===== config.mk =====
export PLATFORM = sky130hd
export DESIGN_NAME = cnn_seq_ctrl_flat
export DESIGN_NICKNAME = d
export VERILOG_FILES = /design/src/rtl/cnn_seq_if.sv /design/src/rtl/cnn_seq_ctrl.sv /design/src/flat_wrapper.sv
export SDC_FILE = /design/constraint.sdc
export NUM_CORES = 1
export LEC_CHECK = 0
export ABC_AREA = 0
export BUFFER_PORTS_ARGS = -buffer_cell sky130_fd_sc_hd__buf_4
export CORE_MARGIN = 5
export CORE_UTILIZATION = 23
export CTS_BUF_LIST = sky130_fd_sc_hd__clkbuf_2
export CTS_CLUSTER_DIAMETER = 100
export DETAILED_ROUTE_END_ITERATION = 7
export GPL_TIMING_DRIVEN = 1
export PLACE_DENSITY = 0.42
export SLEW_MARGIN = 20
export SYNTH_ARGS = -nofsm -noshare
export SYNTH_HDL_FRONTEND = slang
export SYNTH_SLANG_ARGS = --single-unit

===== constraint.sdc =====
create_clock -name clk -period 1.55 [get_ports clk]
set_clock_uncertainty 0.15 [all_clocks]
set_input_delay 0.0775 -clock clk [delete_from_list [all_inputs] [get_ports clk]]
set_output_delay 0.0775 -clock clk [all_outputs]
set_load 0.01 [all_outputs]

===== src/rtl/cnn_seq_if.sv =====
// cnn_seq_if: load, stage handshake and result stream signals of cnn_seq_ctrl
interface cnn_seq_if #(
    parameter int DW    = 8,
    parameter int N_OUT = 1,
    parameter int DAW   = 6,
    parameter int WAW   = 6
);
    logic                mode;
    logic [DW-1:0]       din;
    logic                ram_en;
    logic                calc_en;
    logic                data_wen;
    logic [DAW-1:0]      data_waddr;
    logic                weight_wen;
    logic [WAW-1:0]      weight_waddr;
    logic                conv_en;
    logic                pool_en;
    logic                connect_en;
    logic                conv_fin;
    logic                pool_fin;
    logic                connect_fin;
    logic [N_OUT*DW-1:0] res_data;
    logic [DW-1:0]       dout;
    logic                out_data_flag;
    logic                busy;
    logic                err;
    modport master (
        output mode, din, ram_en, calc_en, conv_fin, pool_fin, connect_fin, res_data,
        input  data_wen, data_waddr, weight_wen, weight_waddr, conv_en, pool_en, connect_en,
               dout, out_data_flag, busy, err
    );
    modport slave (
        input  mode, din, ram_en, calc_en, conv_fin, pool_fin, connect_fin, res_data,
        output data_wen, data_waddr, weight_wen, weight_waddr, conv_en, pool_en, connect_en,
               dout, out_data_flag, busy, err
    );
endinterface


===== src/rtl/cnn_seq_ctrl.sv =====
// cnn_seq_ctrl: byte-serial RAM load tracking and conv/pool/FC sequencing with watchdog and result streaming
module cnn_seq_ctrl #(
    parameter int DW           = 8,
    parameter int DATA_DEPTH   = 64,
    parameter int WEIGHT_DEPTH = 54,
    parameter int N_OUT        = 1,
    parameter int MODE_DATA    = 0,
    parameter int MODE_WEIGHT  = 1,
    parameter int TIMEOUT      = 1024
) (
    input logic      clk,
    input logic      rst_n,
    cnn_seq_if.slave bus
);
    localparam int DAW = $clog2(DATA_DEPTH);
    localparam int WAW = $clog2(WEIGHT_DEPTH);
    localparam int TW  = $clog2(TIMEOUT);
    localparam int OW  = N_OUT > 1 ? $clog2(N_OUT) : 1;
    typedef enum logic [2:0] {S_IDLE, S_CONV, S_POOL, S_FC, S_OUT} state_t;
    state_t              state_q, state_d;
    logic                mode_q;
    logic [DAW-1:0]      daddr_q, daddr_d;
    logic [WAW-1:0]      waddr_q, waddr_d;
    logic                dld_q, dld_d, wld_q, wld_d;
    logic [TW-1:0]       wd_q, wd_d;
    logic [OW-1:0]       ocnt_q, ocnt_d;
    logic [N_OUT*DW-1:0] sh_q, sh_d;
    logic [DW-1:0]       dout_q, dout_d;
    logic                flag_q, flag_d, conv_q, conv_d, pool_q, pool_d, conn_q, conn_d, err_q, err_d;
    logic                busy, dwen, wwen, mode_chg, fin, dlast, wlast;
    logic                unused_din;
    assign busy     = state_q != S_IDLE;
    assign mode_chg = bus.mode != mode_q;
    assign dwen     = rst_n & bus.ram_en & (bus.mode == 1'(MODE_DATA)) & ~busy;
    assign wwen     = rst_n & bus.ram_en & (bus.mode == 1'(MODE_WEIGHT)) & ~busy;
    assign dlast    = daddr_q == DAW'(DATA_DEPTH - 1);
    assign wlast    = waddr_q == WAW'(WEIGHT_DEPTH - 1);
    assign fin      = state_q == S_CONV ? bus.conv_fin : state_q == S_POOL ? bus.pool_fin : bus.connect_fin;
    // din goes straight to the RAMs outside this block
    assign unused_din = ^bus.din;
    always_comb begin
        daddr_d = mode_chg ? '0 : dwen ? (dlast ? '0 : daddr_q + DAW'(1)) : daddr_q;
        waddr_d = mode_chg ? '0 : wwen ? (wlast ? '0 : waddr_q + WAW'(1)) : waddr_q;
        dld_d   = dwen && dlast ? 1'b1 : dwen && daddr_q == '0 ? 1'b0 : dld_q;
        wld_d   = wwen && wlast ? 1'b1 : wwen && waddr_q == '0 ? 1'b0 : wld_q;
        state_d = state_q;
        wd_d    = wd_q + TW'(1);
        ocnt_d  = ocnt_q;
        sh_d    = sh_q;
        dout_d  = '0;
        flag_d  = 1'b0;
        conv_d  = 1'b0;
        pool_d  = 1'b0;
        conn_d  = 1'b0;
        err_d   = err_q;
        case (state_q)
            S_IDLE: if (bus.calc_en && !bus.ram_en && dld_q && wld_q) begin
                state_d = S_CONV;
                conv_d  = 1'b1;
                err_d   = 1'b0;
                wd_d    = '0;
            end
            S_CONV, S_POOL, S_FC: if (fin) begin
                state_d = state_q == S_CONV ? S_POOL : state_q == S_POOL ? S_FC : S_OUT;
                pool_d  = state_q == S_CONV;
                conn_d  = state_q == S_POOL;
                wd_d    = '0;
                if (state_q == S_FC) begin
                    sh_d   = bus.res_data >> DW;
                    dout_d = bus.res_data[DW-1:0];
                    flag_d = 1'b1;
                    ocnt_d = OW'(N_OUT - 1);
                end
            end else if (wd_q == TW'(TIMEOUT - 1)) begin
                state_d = S_IDLE;
                err_d   = 1'b1;
            end
            S_OUT: if (ocnt_q == '0) state_d = S_IDLE;
            else begin
                dout_d = sh_q[DW-1:0];
                sh_d   = sh_q >> DW;
                flag_d = 1'b1;
                ocnt_d = ocnt_q - OW'(1);
            end
            default: state_d = S_IDLE;
        endcase
    end
    always_ff @(posedge clk or negedge rst_n) begin
        if (!rst_n) begin
            state_q <= S_IDLE;
            mode_q  <= 1'b0;
            daddr_q <= '0;
            waddr_q <= '0;
            dld_q   <= 1'b0;
            wld_q   <= 1'b0;
            wd_q    <= '0;
            ocnt_q  <= '0;
            sh_q    <= '0;
            dout_q  <= '0;
            flag_q  <= 1'b0;
            conv_q  <= 1'b0;
            pool_q  <= 1'b0;
            conn_q  <= 1'b0;
            err_q   <= 1'b0;
        end else begin
            state_q <= state_d;
            mode_q  <= bus.mode;
            daddr_q <= daddr_d;
            waddr_q <= waddr_d;
            dld_q   <= dld_d;
            wld_q   <= wld_d;
            wd_q    <= wd_d;
            ocnt_q  <= ocnt_d;
            sh_q    <= sh_d;
            dout_q  <= dout_d;
            flag_q  <= flag_d;
            conv_q  <= conv_d;
            pool_q  <= pool_d;
            conn_q  <= conn_d;
            err_q   <= err_d;
        end
    end
    assign bus.data_wen      = dwen;
    assign bus.data_waddr    = daddr_q;
    assign bus.weight_wen    = wwen;
    assign bus.weight_waddr  = waddr_q;
    assign bus.conv_en       = conv_q;
    assign bus.pool_en       = pool_q;
    assign bus.connect_en    = conn_q;
    assign bus.dout          = dout_q;
    assign bus.out_data_flag = flag_q;
    assign bus.busy          = busy;
    assign bus.err           = err_q;
endmodule


===== src/flat_wrapper.sv =====
// flat-port wrapper written by rule: the top's interface ports become plain ports
module cnn_seq_ctrl_flat 
#(
    parameter int DW           = 8,
    parameter int DATA_DEPTH   = 64,
    parameter int WEIGHT_DEPTH = 54,
    parameter int N_OUT        = 1,
    parameter int MODE_DATA    = 0,
    parameter int MODE_WEIGHT  = 1,
    parameter int TIMEOUT      = 1024
)
  (clk, rst_n, bus_mode, bus_din, bus_ram_en, bus_calc_en, bus_conv_fin, bus_pool_fin, bus_connect_fin, bus_res_data, bus_data_wen, bus_data_waddr, bus_weight_wen, bus_weight_waddr, bus_conv_en, bus_pool_en, bus_connect_en, bus_dout, bus_out_data_flag, bus_busy, bus_err);
  cnn_seq_if #(.DW(DW), .N_OUT(N_OUT), .DAW(6), .WAW(6)) bus_i ();
  input logic clk;
  input logic rst_n;
  input wire logic [$bits(bus_i.mode)-1:0] bus_mode;
  input wire logic [$bits(bus_i.din)-1:0] bus_din;
  input wire logic [$bits(bus_i.ram_en)-1:0] bus_ram_en;
  input wire logic [$bits(bus_i.calc_en)-1:0] bus_calc_en;
  input wire logic [$bits(bus_i.conv_fin)-1:0] bus_conv_fin;
  input wire logic [$bits(bus_i.pool_fin)-1:0] bus_pool_fin;
  input wire logic [$bits(bus_i.connect_fin)-1:0] bus_connect_fin;
  input wire logic [$bits(bus_i.res_data)-1:0] bus_res_data;
  output wire logic [$bits(bus_i.data_wen)-1:0] bus_data_wen;
  output wire logic [$bits(bus_i.data_waddr)-1:0] bus_data_waddr;
  output wire logic [$bits(bus_i.weight_wen)-1:0] bus_weight_wen;
  output wire logic [$bits(bus_i.weight_waddr)-1:0] bus_weight_waddr;
  output wire logic [$bits(bus_i.conv_en)-1:0] bus_conv_en;
  output wire logic [$bits(bus_i.pool_en)-1:0] bus_pool_en;
  output wire logic [$bits(bus_i.connect_en)-1:0] bus_connect_en;
  output wire logic [$bits(bus_i.dout)-1:0] bus_dout;
  output wire logic [$bits(bus_i.out_data_flag)-1:0] bus_out_data_flag;
  output wire logic [$bits(bus_i.busy)-1:0] bus_busy;
  output wire logic [$bits(bus_i.err)-1:0] bus_err;
  assign bus_i.mode = bus_mode;
  assign bus_i.din = bus_din;
  assign bus_i.ram_en = bus_ram_en;
  assign bus_i.calc_en = bus_calc_en;
  assign bus_i.conv_fin = bus_conv_fin;
  assign bus_i.pool_fin = bus_pool_fin;
  assign bus_i.connect_fin = bus_connect_fin;
  assign bus_i.res_data = bus_res_data;
  assign bus_data_wen = bus_i.data_wen;
  assign bus_data_waddr = bus_i.data_waddr;
  assign bus_weight_wen = bus_i.weight_wen;
  assign bus_weight_waddr = bus_i.weight_waddr;
  assign bus_conv_en = bus_i.conv_en;
  assign bus_pool_en = bus_i.pool_en;
  assign bus_connect_en = bus_i.connect_en;
  assign bus_dout = bus_i.dout;
  assign bus_out_data_flag = bus_i.out_data_flag;
  assign bus_busy = bus_i.busy;
  assign bus_err = bus_i.err;
  cnn_seq_ctrl #(.DW(DW), .DATA_DEPTH(DATA_DEPTH), .WEIGHT_DEPTH(WEIGHT_DEPTH), .N_OUT(N_OUT), .MODE_DATA(MODE_DATA), .MODE_WEIGHT(MODE_WEIGHT), .TIMEOUT(TIMEOUT)) u_core (.clk(clk), .rst_n(rst_n), .bus(bus_i));
endmodule

==> results.md <==
* Clock buffer count from CTS at 5
* Syn-to-layout area delta at 62.6%
* Post-synthesis cell type count at 45
* Launching point of the worst reg2reg path: u_core.state_q[1]
* Initial DRC Count at 42
* Synth area leader: dfrtp_1
* Root buffer cell: clkbuf_2
* Global Route Usage Sum at 0.104
* Syn. warnings at 0
* Clk_lat worst skew at 0.41 ns
* Worst Path Arrival at 2.04 ns
* Pre-antenna DRT Iters at 4
* GR Util met1 at 0.142
* Setup CP Type: register to register
* ANT cells at 0
* HP Start: rst_n
* Dpl hpwl at 3630 µm
* Worst Hold Class: input port to register
* Peak supply drop at 426 µV
* Synth top area cells: dfrtp_1, ha_1, nand2_1, nand3_1, xor2_1
* I/O pins at 52
* Outcome: finished, violations left
* Routing usage on met2 at 0.167
* LEAKAGE at 1.53 nW
* Final min period at 1.84 ns
* Worst hold slack at 0.0455 ns
* Worst slack, placed at -0.127 ns
* Crit path cell chain: buf_4 > buf_6 > mux2i_4 > mux2_4 > o22ai_4 > clkbuf_16 > nor2_1
* Multi-input gate area at 0.00102 mm²
* Slew at the pin closest to its max-slew limit at 0.494 ns
* Synthesis-stage register bit count at 41
* First-pass GRT wire length at 8520 µm
* Failing checks: negative setup slack
* Max-Cap Viols at 0
* Full die area at 0.0105 mm²
* Clk sink count at 41
* FP Rows at 33
* Fin crit share at 1.19
* Die W at 102 µm
* CP peak stage delay at 0.46 ns
* Initial antenna violation count at 0
* Crit start category: register
* # fillers at 860
* Post-place instance area at 0.00269 mm²
* Antenna viol nets, final at 0
* RD Place Congestion at 0.771
* Synth top area share at 0.523
* Syn nets at 215
* Top Usage Layer GRT: met2
* Gr ovfl total at 0
* Reg-to-reg slack, setup at -0.29 ns
* Slew HR at 0.670
* Met3 usage at 0.0253
* Clock buffer depth at 2
* Crit Path Max Fanout at 5
* Die extent in y at 102 µm
* Share of cells above drive strength 1 at 0.471
* Fmax at 543 MHz
* Clock-pin slew on the worst setup and hold paths at 0.26 ns
* CP startpoint: u_core.state_q[1]
* H-tree depth at 2
* Largest net degree at the start of global routing at 38
* Fin nets at 322
* Initial core utilization at 0.238
* Reg area at 0.00103 mm²
* Cells after synthesis at 185
* Worst Setup End Kind: register
* Synth Cell Area at 0.00196 mm²
* IO Port Bufs at 43
* Via-per-instance ratio at 4.36
* Sequential area share after synthesis at 0.523
* Wirelength per Cell at 13.6 µm
* Crit path max-delay cell type: dfrtp_1
* Post-Syn Area per Cell at 10.6 µm²
* Slew Viols, Final at 0
* DRC Markers at 0
* Vias in the first global route at 1,777
* Final worst slack at -0.290 ns
* Req. time, crit path at 1.75 ns
* WL final at 5400 µm
* Pwr dens at 623 mW/mm²
* Setup TNS Final at -4.72 ns
* Core area at 0.00826 mm²
* Commonest non-fill, non-tap cell in the layout: buf_4
* Final Power at 1.99 mW
* Most frequent cells in the layout: buf_4, dfrtp_1, nand2_1
* CTS tree: yes
* Post-route cell area at 0.00319 mm²
* Final Hold Fails at 0
* Setup-failing EPs final at 31
* RSZ-0062 raised after global routing: yes
* Routed vias at 1,737
[flip-flops by register name, summed over array words and instances (netlist names)]
| signal | count |
|---|---|
| u_core.bus.connect_en | 1 |
| u_core.bus.weight_waddr | 6 |
| u_core.state_q | 3 |
| u_core.bus.err | 1 |
| u_core.mode_q | 1 |
| u_core.bus.pool_en | 1 |
| u_core.bus.conv_en | 1 |
| u_core.wd_q | 10 |
| u_core.dld_q | 1 |
| u_core.wld_q | 1 |
| u_core.bus.dout | 8 |
| u_core.bus.data_waddr | 6 |
| u_core.bus.out_data_flag | 1 |
[worst max-delay path, delay by kind of cell, from the launching register on]
kind	cells	cell delay (ns)
simple gates	1	0.04
mux	2	0.47
compound gates	1	0.21
flops	1	0.46
buf+inv	3	0.44
[per-layer routing]
metal / wire length (µm) / part of all wire
met2: 2560 / 0.47
met4: 31 / 0.0057
met3: 176 / 0.033
met1: 2630 / 0.49
met5: 0 / 0
[cell usage after synthesis (all sizes together)]
master / number
a21o: 1
a21oi: 6
a22o: 1
a311oi: 2
a31o: 1
a31oi: 1
a41oi: 3
and2: 8
and3: 2
and3b: 1
and4: 4
and4b: 3
and4bb: 1
buf: 3
clkbuf: 2
clkinv: 1
dfrtp: 41
ha: 6
inv: 8
mux2: 1
mux2i: 1
nand2: 19
nand3: 14
nand4: 3
nand4b: 1
nor2: 14
nor2b: 2
nor3: 5
nor3b: 2
nor4: 2
o21a: 1
o21ai: 5
o21bai: 1
o22ai: 1
o31a: 1
o31ai: 1
o32ai: 1
or2: 1
or3: 1
or4b: 1
xnor2: 4
xor2: 8
[area by class of cell]
| type | instances | share of cell area |
|---|---|---|
| multi-input cells | 130 | 0.318 |
| well taps | 105 | 0.0412 |
| flip-flops and latches | 41 | 0.322 |
| clock inverters | 3 | 0.0137 |
| clock buffers | 5 | 0.00784 |
| inverters | 9 | 0.0153 |
| repair buffers | 105 | 0.282 |
[stage by stage]
stage,std cells,utilization
6_report,398,0.387
2_1_floorplan,185,-
5_1_grt,398,0.387
3_5_place_dp,364,0.325
4_1_cts,393,0.372
3_3_place_gp,364,0.325
[kinds of logic after synthesis]
family / Yosys count / synth area share
AND/OR/NAND/NOR: 84 / 0.240
flip-flops: 41 / 0.523
AO/OA/AOI/OAI: 26 / 0.0937
buffers and inverters: 14 / 0.0408
XOR/XNOR: 12 / 0.0535
adder cells (fa/ha/maj): 6 / 0.0382
multiplexers: 2 / 0.0108
[report_power, final]
part	leakage, nW	switching (mW)	internal, mW
registers	0.559	0.00573	1.08
logic	0.924	0.102	0.117
clock network	0.0433	0.407	0.276
total	1.53	0.516	1.47
[repair_timing]
item	4_1_cts	5_1_grt
gates resized for setup	26	19
hold buffers	14	2
hold endpoints to repair	63	41
setup endpoints to repair	26	29
buffers inserted	8	4
pin swaps	14	12
cloned	1	0
[worst paths after layout]
check,to,cells after the start
min,u_core.dld_q,4
min reg2reg,u_core.wd_q[0],2
max,u_core.wd_q[8],7
max in group asynchronous,u_core.bus.data_waddr[4],3
max reg2reg,u_core.wd_q[8],7
min in group asynchronous,u_core.wd_q[0],3
No activity file was read; power rests on OpenSTA's default activity.
